**config.mk**
```make
export PLATFORM = sky130hd
export DESIGN_NAME = ram_store_unit
export DESIGN_NICKNAME = d
export VERILOG_FILES = /design/src/rtl/ram_store_unit.sv
export SDC_FILE = /design/constraint.sdc
export NUM_CORES = 1
export LEC_CHECK = 0
export CAP_MARGIN = 0
export CORE_MARGIN = 3
export CORE_UTILIZATION = 41
export CTS_CLUSTER_SIZE = 14
export DETAILED_ROUTE_END_ITERATION = 12
export PLACE_DENSITY = 0.76
export SYNTH_ARGS = -nofsm -noshare
export SYNTH_HDL_FRONTEND = slang
export SYNTH_SLANG_ARGS = --single-unit
```
**constraint.sdc**
```tcl
create_clock -name clk -period 2.6 [get_ports clk]
set_clock_uncertainty 0.15 [all_clocks]
set_input_delay 0.26 -clock clk [delete_from_list [all_inputs] [get_ports clk]]
set_output_delay 0.26 -clock clk [all_outputs]
set_load 0.02 [all_outputs]
```
**src/rtl/ram_store_unit.sv**
```systemverilog
// ============================================================================
//  Module   : ram_store_unit
//  Brief    : rv32i store unit (SB/SH/SW). Steers store data into byte lanes
//             and writes a word-wide data RAM. Without RAM byte enables,
//             sub-word stores run as read-modify-write.
//  Config   : RAM_STORE_BYTE_EN_EN - RAM honours mem_be; B/H stores write
//             directly with replicated data and lane enables.
//  Revision : 1.0 - initial release
// ============================================================================
`default_nettype none

package ram_store_pkg;
   typedef enum logic [1:0] {
      RAM_MASK_B = 2'b00,
      RAM_MASK_H = 2'b01,
      RAM_MASK_W = 2'b10
   } ram_mask_e;
endpackage

module ram_store_unit
   import ram_store_pkg::*;
#(
   parameter int ADDR_W     = 30,
   parameter int RD_LATENCY = 1
) (
   input  logic              clk,
   input  logic              rst,
   input  logic              req_valid,
   output logic              req_ready,
   input  logic [31:0]       req_addr,
   input  logic [31:0]       req_data,
   input  ram_mask_e         req_mask,
   output logic [ADDR_W-1:0] mem_addr,
   output logic              mem_re,
   input  logic [31:0]       mem_rdata,
   output logic              mem_we,
   output logic [31:0]       mem_wdata,
   output logic [3:0]        mem_be,
   output logic              done,
   output logic              err
);

   typedef enum logic [2:0] {
      S_IDLE = 3'd0,
      S_RD   = 3'd1,
      S_WAIT = 3'd2,
      S_WR   = 3'd3,
      S_ERR  = 3'd4
   } state_e;

   // Last WAIT count value: read data is valid in that cycle.
   localparam logic [1:0] C_LAT_LAST = 2'(RD_LATENCY - 1);

   state_e              r_state, w_state_nx;
   logic [1:0]          r_cnt, w_cnt_nx;
   logic [1:0]          r_lane, w_lane_nx;
   logic                r_is_b, w_is_b_nx;
   logic                r_is_h, w_is_h_nx;
   logic [31:0]         r_data, w_data_nx;
   logic [ADDR_W-1:0]   r_mem_addr, w_addr_nx;
   logic                r_mem_re, w_re_nx;
   logic                r_mem_we, w_we_nx;
   logic [31:0]         r_mem_wdata, w_wdata_nx;
   logic [3:0]          r_mem_be, w_be_nx;
   logic                r_done, w_done_nx;
   logic                r_err, w_err_nx;

   logic                w_req_b, w_req_h, w_misal;
   logic [31:0]         w_merged;

   assign req_ready = (r_state == S_IDLE) & ~rst;
   assign mem_addr  = r_mem_addr;
   assign mem_re    = r_mem_re;
   assign mem_we    = r_mem_we;
   assign mem_wdata = r_mem_wdata;
   assign mem_be    = r_mem_be;
   assign done      = r_done;
   assign err       = r_err;

   // Unknown mask encodings fall through to word stores.
   assign w_req_b = (req_mask == RAM_MASK_B);
   assign w_req_h = (req_mask == RAM_MASK_H);
   assign w_misal = (w_req_h & req_addr[0]) |
                    (~w_req_b & ~w_req_h & (req_addr[1:0] != 2'b00));

   // Merge the captured store bytes over the word read back from RAM.
   always_comb begin
      w_merged = mem_rdata;
      if (r_is_b) begin
         w_merged[8*r_lane +: 8] = r_data[7:0];
      end else if (r_is_h) begin
         w_merged[16*r_lane[1] +: 16] = r_data[15:0];
      end
   end

   // Next-state and next-output logic; every output is registered below.
   always_comb begin
      w_state_nx = r_state;
      w_cnt_nx   = r_cnt;
      w_lane_nx  = r_lane;
      w_is_b_nx  = r_is_b;
      w_is_h_nx  = r_is_h;
      w_data_nx  = r_data;
      w_addr_nx  = r_mem_addr;
      w_re_nx    = 1'b0;
      w_we_nx    = 1'b0;
      w_wdata_nx = r_mem_wdata;
      w_be_nx    = r_mem_be;
      w_done_nx  = 1'b0;
      w_err_nx   = 1'b0;
      case (r_state)
         S_IDLE: begin
            if (req_valid) begin
               w_lane_nx = req_addr[1:0];
               w_is_b_nx = w_req_b;
               w_is_h_nx = w_req_h;
               w_data_nx = req_data;
               if (w_misal) begin
                  w_state_nx = S_ERR;
                  w_err_nx   = 1'b1;
               end else begin
                  w_addr_nx = req_addr[ADDR_W+1:2];
                  if (!w_req_b && !w_req_h) begin
                     w_state_nx = S_WR;
                     w_we_nx    = 1'b1;
                     w_done_nx  = 1'b1;
                     w_wdata_nx = req_data;
                     w_be_nx    = 4'hF;
                  end else begin
`ifdef RAM_STORE_BYTE_EN_EN
                     w_state_nx = S_WR;
                     w_we_nx    = 1'b1;
                     w_done_nx  = 1'b1;
                     if (w_req_b) begin
                        w_wdata_nx = {4{req_data[7:0]}};
                        w_be_nx    = 4'b0001 << req_addr[1:0];
                     end else begin
                        w_wdata_nx = {2{req_data[15:0]}};
                        w_be_nx    = 4'b0011 << {req_addr[1], 1'b0};
                     end
`else
                     w_state_nx = S_RD;
                     w_re_nx    = 1'b1;
`endif
                  end
               end
            end
         end
         S_RD: begin
            w_state_nx = S_WAIT;
            w_cnt_nx   = 2'd0;
         end
         S_WAIT: begin
            if (r_cnt == C_LAT_LAST) begin
               w_state_nx = S_WR;
               w_we_nx    = 1'b1;
               w_done_nx  = 1'b1;
               w_wdata_nx = w_merged;
               w_be_nx    = 4'hF;
            end else begin
               w_cnt_nx = r_cnt + 2'd1;
            end
         end
         S_WR:    w_state_nx = S_IDLE;
         S_ERR:   w_state_nx = S_IDLE;
         default: w_state_nx = S_IDLE;
      endcase
   end

   // State and output registers; reset drops any in-flight store.
   always_ff @(posedge clk) begin
      if (rst) begin
         r_state     <= S_IDLE;
         r_cnt       <= 2'd0;
         r_lane      <= 2'd0;
         r_is_b      <= 1'b0;
         r_is_h      <= 1'b0;
         r_data      <= 32'd0;
         r_mem_addr  <= '0;
         r_mem_re    <= 1'b0;
         r_mem_we    <= 1'b0;
         r_mem_wdata <= 32'd0;
         r_mem_be    <= 4'd0;
         r_done      <= 1'b0;
         r_err       <= 1'b0;
      end else begin
         r_state     <= w_state_nx;
         r_cnt       <= w_cnt_nx;
         r_lane      <= w_lane_nx;
         r_is_b      <= w_is_b_nx;
         r_is_h      <= w_is_h_nx;
         r_data      <= w_data_nx;
         r_mem_addr  <= w_addr_nx;
         r_mem_re    <= w_re_nx;
         r_mem_we    <= w_we_nx;
         r_mem_wdata <= w_wdata_nx;
         r_mem_be    <= w_be_nx;
         r_done      <= w_done_nx;
         r_err       <= w_err_nx;
      end
   end

endmodule

`default_nettype wire
```
==> metrics.yaml <==
grt_pass1_vias: 4909
relSlewSlack: 0.347
htree_levels: 3
fin_ws_ns: 0.155
drv_slew: 0
dr.first_iter.drc_count: 277
async_reset_ff_frac: 0
drtAntennaViolNets: 0
cellLeakagePower_nw: 2.62
hp-class: "in -> reg"
numCtsBuffers: 9
rsz0062_at_grt: "false"
dieArea_um2: 13500
period_needed_ns: 2.45
drt-pass1-iter-count: 5
grtUsageTotal: 0.228
area_growth_syn_to_layout_pct: 39.8
synth_flop_cell: "dfxtp_1"
design_area_um2: 6950
min_from: "rst"
portBuffers: 171
clk_pin_slew_worst_paths_ns: 0.06
clockRootBuffer: "clkbuf_16"
tightestPinTransition_ns: 0.979
reg2reg_from: "r_lane[0]"
drive_above_1_share: 0.0882
synth_seq_cells: 91
grt_max_degree: 88
die_w_um: 116
clk-insertion-delay-late_ns: 0.35
synthesis.nets: 701
fp-row-count: 39
worstSetupEndpointType: "primary output"
status: "finished, final reports clean"
max-vdd-ir-drop_mv: 0.365
synth_edf_count: 0
syn_area_um2: 4970
n_antenna_cell: 0
hold_viol_final: 0
ctsLongestPathBuffers: 2
cts_tree: "done"
nets: 839
grt_pass1_wl_mm: 24.5
post_cts_buffers: 0
gp_congestion: 0.889
cap_violations: 0
hold_buffers: 0
ioPinCount: 172
avgSynthCellArea_um2: 8.37
hold_depth: 3
ff2ff_path_depth: 6
arrival_ns: 2.04
fin_crit_sh: 0.940
reg2reg_to: "mem_wdata[13]"
synth.distinct_cells: 46
fmax_mhz: 409
r2r_slack_ns: 0.30
clock-sinks: 91
layout_commonest_cell: "clkdlybuf4s50_1"
cp_max_fo: 11
setup_violations: 0
final_core_util: 0.599
post_cts.resized_instances: 0
drt_wl_total_mm: 15.6
power.density_nw_per_um2: 575
worst_ep_required_time_ns: 2.19
core-area_um2: 11600
num_vias: 4990
drc: 0
worstHoldEndpoint: "r_state[0]"
start_util: 0.428
pre_cts_ws_ns: 0.315
critPathLaunchType: "flop"
layout_common_cells: "clkdlybuf4s50_1, dfxtp_1, a21oi_1"
dpl.hpwl_mm: 11.3
worstSetupPathType: "reg -> out"
grt-ovfl-total: 0
yosys_warnings: 0
post_drt_via_cell_ratio: 5.67
synthCells: 594
fin_setup_tns_ns: 0
placed_cell_area_um2: 6690
die_y_um: 116
wl_per_cell_um: 17.7
yosysSeqAreaShare: 0.366
antenna_found_initial: 0
[routing by layer]
layer,wire length (um),share of wire,GRT usage,vias up
met5,0,0,0,-
met4,435,0.028,0.0928,0
met3,1530,0.098,0.0762,27
met2,7360,0.47,0.377,239
met1,6290,0.40,0.274,2334
li1,-,-,-,2390
[metrics by stage]
| step | cells | power (mW) | hold slack [ns] |
|---|---|---|---|
| 2_1_floorplan | 594 | 2.31 | 0.189 |
| 3_3_place_gp | 864 | 2.80 | 0.320 |
| 3_5_place_dp | 864 | 2.83 | 0.339 |
| 4_1_cts | 880 | 4.02 | 0.146 |
| 5_1_grt | 880 | 4.18 | 0.174 |
| 6_report | 880 | 3.99 | 0.154 |
[layout make-up]
cell class,instances,area (um2)
Inverter,46,173
Sequential cell,91,1820
Clock buffer,11,233
Fill cell,1032,4660
Tap cell,143,179
Timing Repair Buffer,187,1850
Clock inverter,5,30.0
Multi-Input combinational cell,397,2660
[sequential cells by signal, summed over array words and instances (netlist names), 2 cells and up]
name,cells
mem_addr,30
mem_wdata,32
r_cnt,2
r_data,16
r_lane,2
r_state,3
[logic make-up after synthesis]
family                     share of synthesized area
AOI/OAI and AO/OA                              0.272
adders and majority gates                     0.0151
buffers and inverters                          0.100
DFF                                            0.366
muxes                                         0.0946
and+or+nand+nor                                0.152
[synth_stat cells (all sizes together), types with 3 or more instances]
| master | instances | area, um2 |
|---|---|---|
| nor2 | 70 | 263 |
| ha | 6 | 75.1 |
| buf | 36 | 229 |
| mux2i | 38 | 380 |
| nor3 | 10 | 60.1 |
| nand3 | 14 | 70.1 |
| nand2 | 43 | 161 |
| o21ai | 16 | 80.1 |
| o211ai | 26 | 195 |
| inv | 46 | 173 |
| dfxtp | 91 | 1820 |
| nor4b | 3 | 32.5 |
| nand3b | 9 | 67.6 |
| o221ai | 32 | 343 |
| a21oi | 72 | 364 |
| clkbuf | 24 | 97.6 |
| a211oi | 32 | 310 |
| mux2 | 8 | 90.1 |
[how the worst max path moves through the flow]
stage               start             to  slack, ns  cells after the start
2_1_floorplan   r_lane[0]  mem_wdata[22]       0.09                     10
3_3_place_gp    r_lane[0]   mem_wdata[9]       0.39                      6
5_1_grt        r_state[0]      req_ready       0.06                      3
6_report       r_state[0]      req_ready       0.15                      3
4_1_cts        r_state[0]      req_ready       0.13                      3
3_5_place_dp    r_lane[0]  mem_wdata[13]       0.31                      6
[critical path, cell delays in order, from the launching register on]
cell and delay (ns):
dfxtp_1 0.43, or3_1 0.50, nor2_1 0.14, clkdlybuf4s50_1 0.63
[power breakdown]
group / total [mW] / internal [mW] / switching (mW)
sequential: 1.63 / 1.52 / 0.102
combinational: 1.18 / 0.545 / 0.632
clock: 1.19 / 0.644 / 0.548
(Power assumes the default switching activity.)
==> variant, RTL diff (same flow settings) <==
Register the output `err` once more, without a reset; this adds one clock of latency there. The other outputs are not delayed to match.
--- a/src/rtl/ram_store_unit.sv
+++ b/src/rtl/ram_store_unit.sv
@@ -75,7 +75,9 @@
    assign mem_wdata = r_mem_wdata;
    assign mem_be    = r_mem_be;
    assign done      = r_done;
-   assign err       = r_err;
+   always_ff @(posedge clk) begin
+      err <= r_err;
+   end
 
    // Unknown mask encodings fall through to word stores.
    assign w_req_b = (req_mask == RAM_MASK_B);
Function: changed (Yosys sat finds a counterexample within 4 cycles, from zero or initial values and one cycle with rst high).
==> variant against the original RTL <==
  * Final area grew 1.2%
  * Die area grew 0.26%
  * Sequential cell count grew 1
  * Wire length grew 2.7%
  * Total power grew 6.8%
  * Hold slack lost 0.0080 ns
  * Critical path depth is the same
  * Worst setup slack lost 0.030 ns
  * Area after synthesis grew 0.28%
  * Largest cell class unchanged
==> variant: results (changes against the original RTL) <==
- Result of the run: completed (unchanged).
- The number of buffers created by CTS is 9 (unchanged).
- The maximum level of the CTS H-tree is 3 (unchanged).
- The global-route usage over all layers was 24.1% (was 22.8%).
- The setup fix buffers added after clock tree synthesis is 0 (unchanged).
- The fraction of layout instances using a drive strength above 1 was 9.08% (was 8.82%).
- The fraction of registers with async set or reset after synthesis was 0% (unchanged).
- The number of fillers in the final layout came to 1000 (was 1032).
- The flip-flop count of the largest register, all copies and words added is 32 (unchanged).
- The net count of the mapped netlist is 702 (was 701).
- The data arrival time at the worst-slack endpoint is 2.06 ns (was 2.04 ns).
- The leakage component of the power was 0.00267 uW (was 0.00262 uW).
- The tightest slew margin relative to the limit is 31.4% (was 34.7%).
- The worst hold-check path type is primary input to flip-flop (unchanged).
- After clock tree synthesis, the clock-pin slew on the worst setup and hold paths is 0.07 ns.
- The via count of the first global-routing pass is 5043 (was 4909).
- The total number of yosys warnings is 0 (unchanged).
- The DRC violation total after the first TritonRoute iteration came to 259 (was 277).
- The root buffer selected by CTS is clkbuf_16 (unchanged).
- The deepest clock path buffer count is 2 (unchanged).
- The maximum resistive drop on vdd is 0.485 mV (was 0.365 mV).
- The maximum cell stage delay along the critical path is 0.64 ns.
- The number of cell instances on the worst register-to-register path is 6 (unchanged).
- The sum of net half-perimeters after detailed placement is 11800 um (was 11300 um).
- The via-per-instance ratio came to 5.64 (was 5.67).
- The pin count of the biggest net entering global routing was 88 (unchanged).
- The routability-driven placement congestion ratio is 0.954 (was 0.889).
- The number of antenna violations at the first check in global routing was 0 (unchanged).
- The cell family with the largest share of critical-path delay was buffers and inverters (was simple AND/OR/NAND/NOR gates).
- Dominant cells by area after synthesis: dfxtp_1 37%, mux2i_1 7.6%, a21oi_1 7.1%, nor2_1 5.3%, o211ai_1 3.9% (unchanged).
- The kind of capture point of the worst setup path is a primary output (unchanged).
- The post-layout net count is 840 (was 839).
- The global-route wire length before repair is 25400 um (was 24500 um).
- The aggregate negative setup slack is 0 ns (unchanged).
- The biggest area consumer among synthesized cells is dfxtp_1 (unchanged).
- The slowest stage cell on the critical path is clkdlybuf4s50_1 (unchanged).
- The share of synthesized area occupied by flip-flops and latches is 36.9% (was 36.6%).
- The average detailed-routed wire length per instance is 18.2 um (was 17.7 um).
- The number of library cell types mapped by synthesis is 46 (unchanged).
- The count of input and output buffers is 171 (unchanged).
- Synth top cells by count: 92 x dfxtp_1, 71 x a21oi_1, 70 x nor2_1 (was 91 x dfxtp_1, 71 x a21oi_1, 70 x nor2_1).
- The worst-skew pair later-pin latency is 0.35 ns (about the same).
- The number of antenna repair diodes is 0 (unchanged).
-- variant: changes by cell type after synthesis --
cell           unedited run  this run
a21o_1                    0         1
a21o_2                    1         0
buf_4                     9         8
buf_8                     1         0
dfxtp_1                  91        92
dlygate4sd1_1             0         2
-- variant: cell type report --
cell class	count	area share, %
Multi-Input combinational cell	397	37.9
Clock buffer	9	3.20
Sequential cell	92	26.2
Inverter	46	2.45
Clock inverter	7	1.37
Timing Repair Buffer	187	26.3
Tap cell	143	2.54
-- variant: metrics by stage --
stage	instances	hold slack, ns	setup slack (ns)	utilization [%]	area (um2)
2_1_floorplan	595	0.160	0.0948	-	4990
3_3_place_gp	865	0.169	0.277	57.6	6720
3_5_place_dp	865	0.172	0.128	57.6	6720
4_1_cts	881	0.150	0.101	60.3	7040
5_1_grt	881	0.205	0.00995	60.3	7040
6_report	881	0.146	0.125	60.3	7040
-- variant: cell families after synthesis --
family | share of synthesized area [%]
buffers and inverters | 9.91
adders and majority gates | 1.51
DFF | 36.9
AOI/OAI and AO/OA | 27.1
muxes | 9.44
and+or+nand+nor | 15.1
-- variant: path summary, 6_finish.rpt --
kind	from	end	slack, ns
worst max-delay path	r_state[0]	req_ready	0.13
worst min register to register	r_err	err	0.19
worst max register to register	r_lane[1]	mem_wdata[12]	0.16
worst min-delay path	rst	done	0.15
-- variant: worst register-to-register path, delay by kind of cell (launching register included) --
kind            cells  cell delay (ns)
simple gates        1             0.69
compound gates      3             0.66
flops               1             0.42
fa+ha+maj           1             0.33
buf+inv             1             0.11
-- variant: power breakdown --
| part | switching (uW) | internal, uW | total (uW) |
|---|---|---|---|
| Sequential | 109 | 1540 | 1650 |
| Combinational | 630 | 545 | 1180 |
| Clock | 593 | 850 | 1440 |
-- variant: layer usage --
| metal | track usage [%] | up-vias | part of all wire (%) |
|---|---|---|---|
| met3 | 7.93 | 41 | 9.6 |
| met5 | 0 | - | 0 |
| met1 | 29.4 | 2317 | 41 |
| li1 | - | 2388 | - |
| met2 | 37.6 | 222 | 45 |
| met4 | 12.8 | 0 | 3.6 |
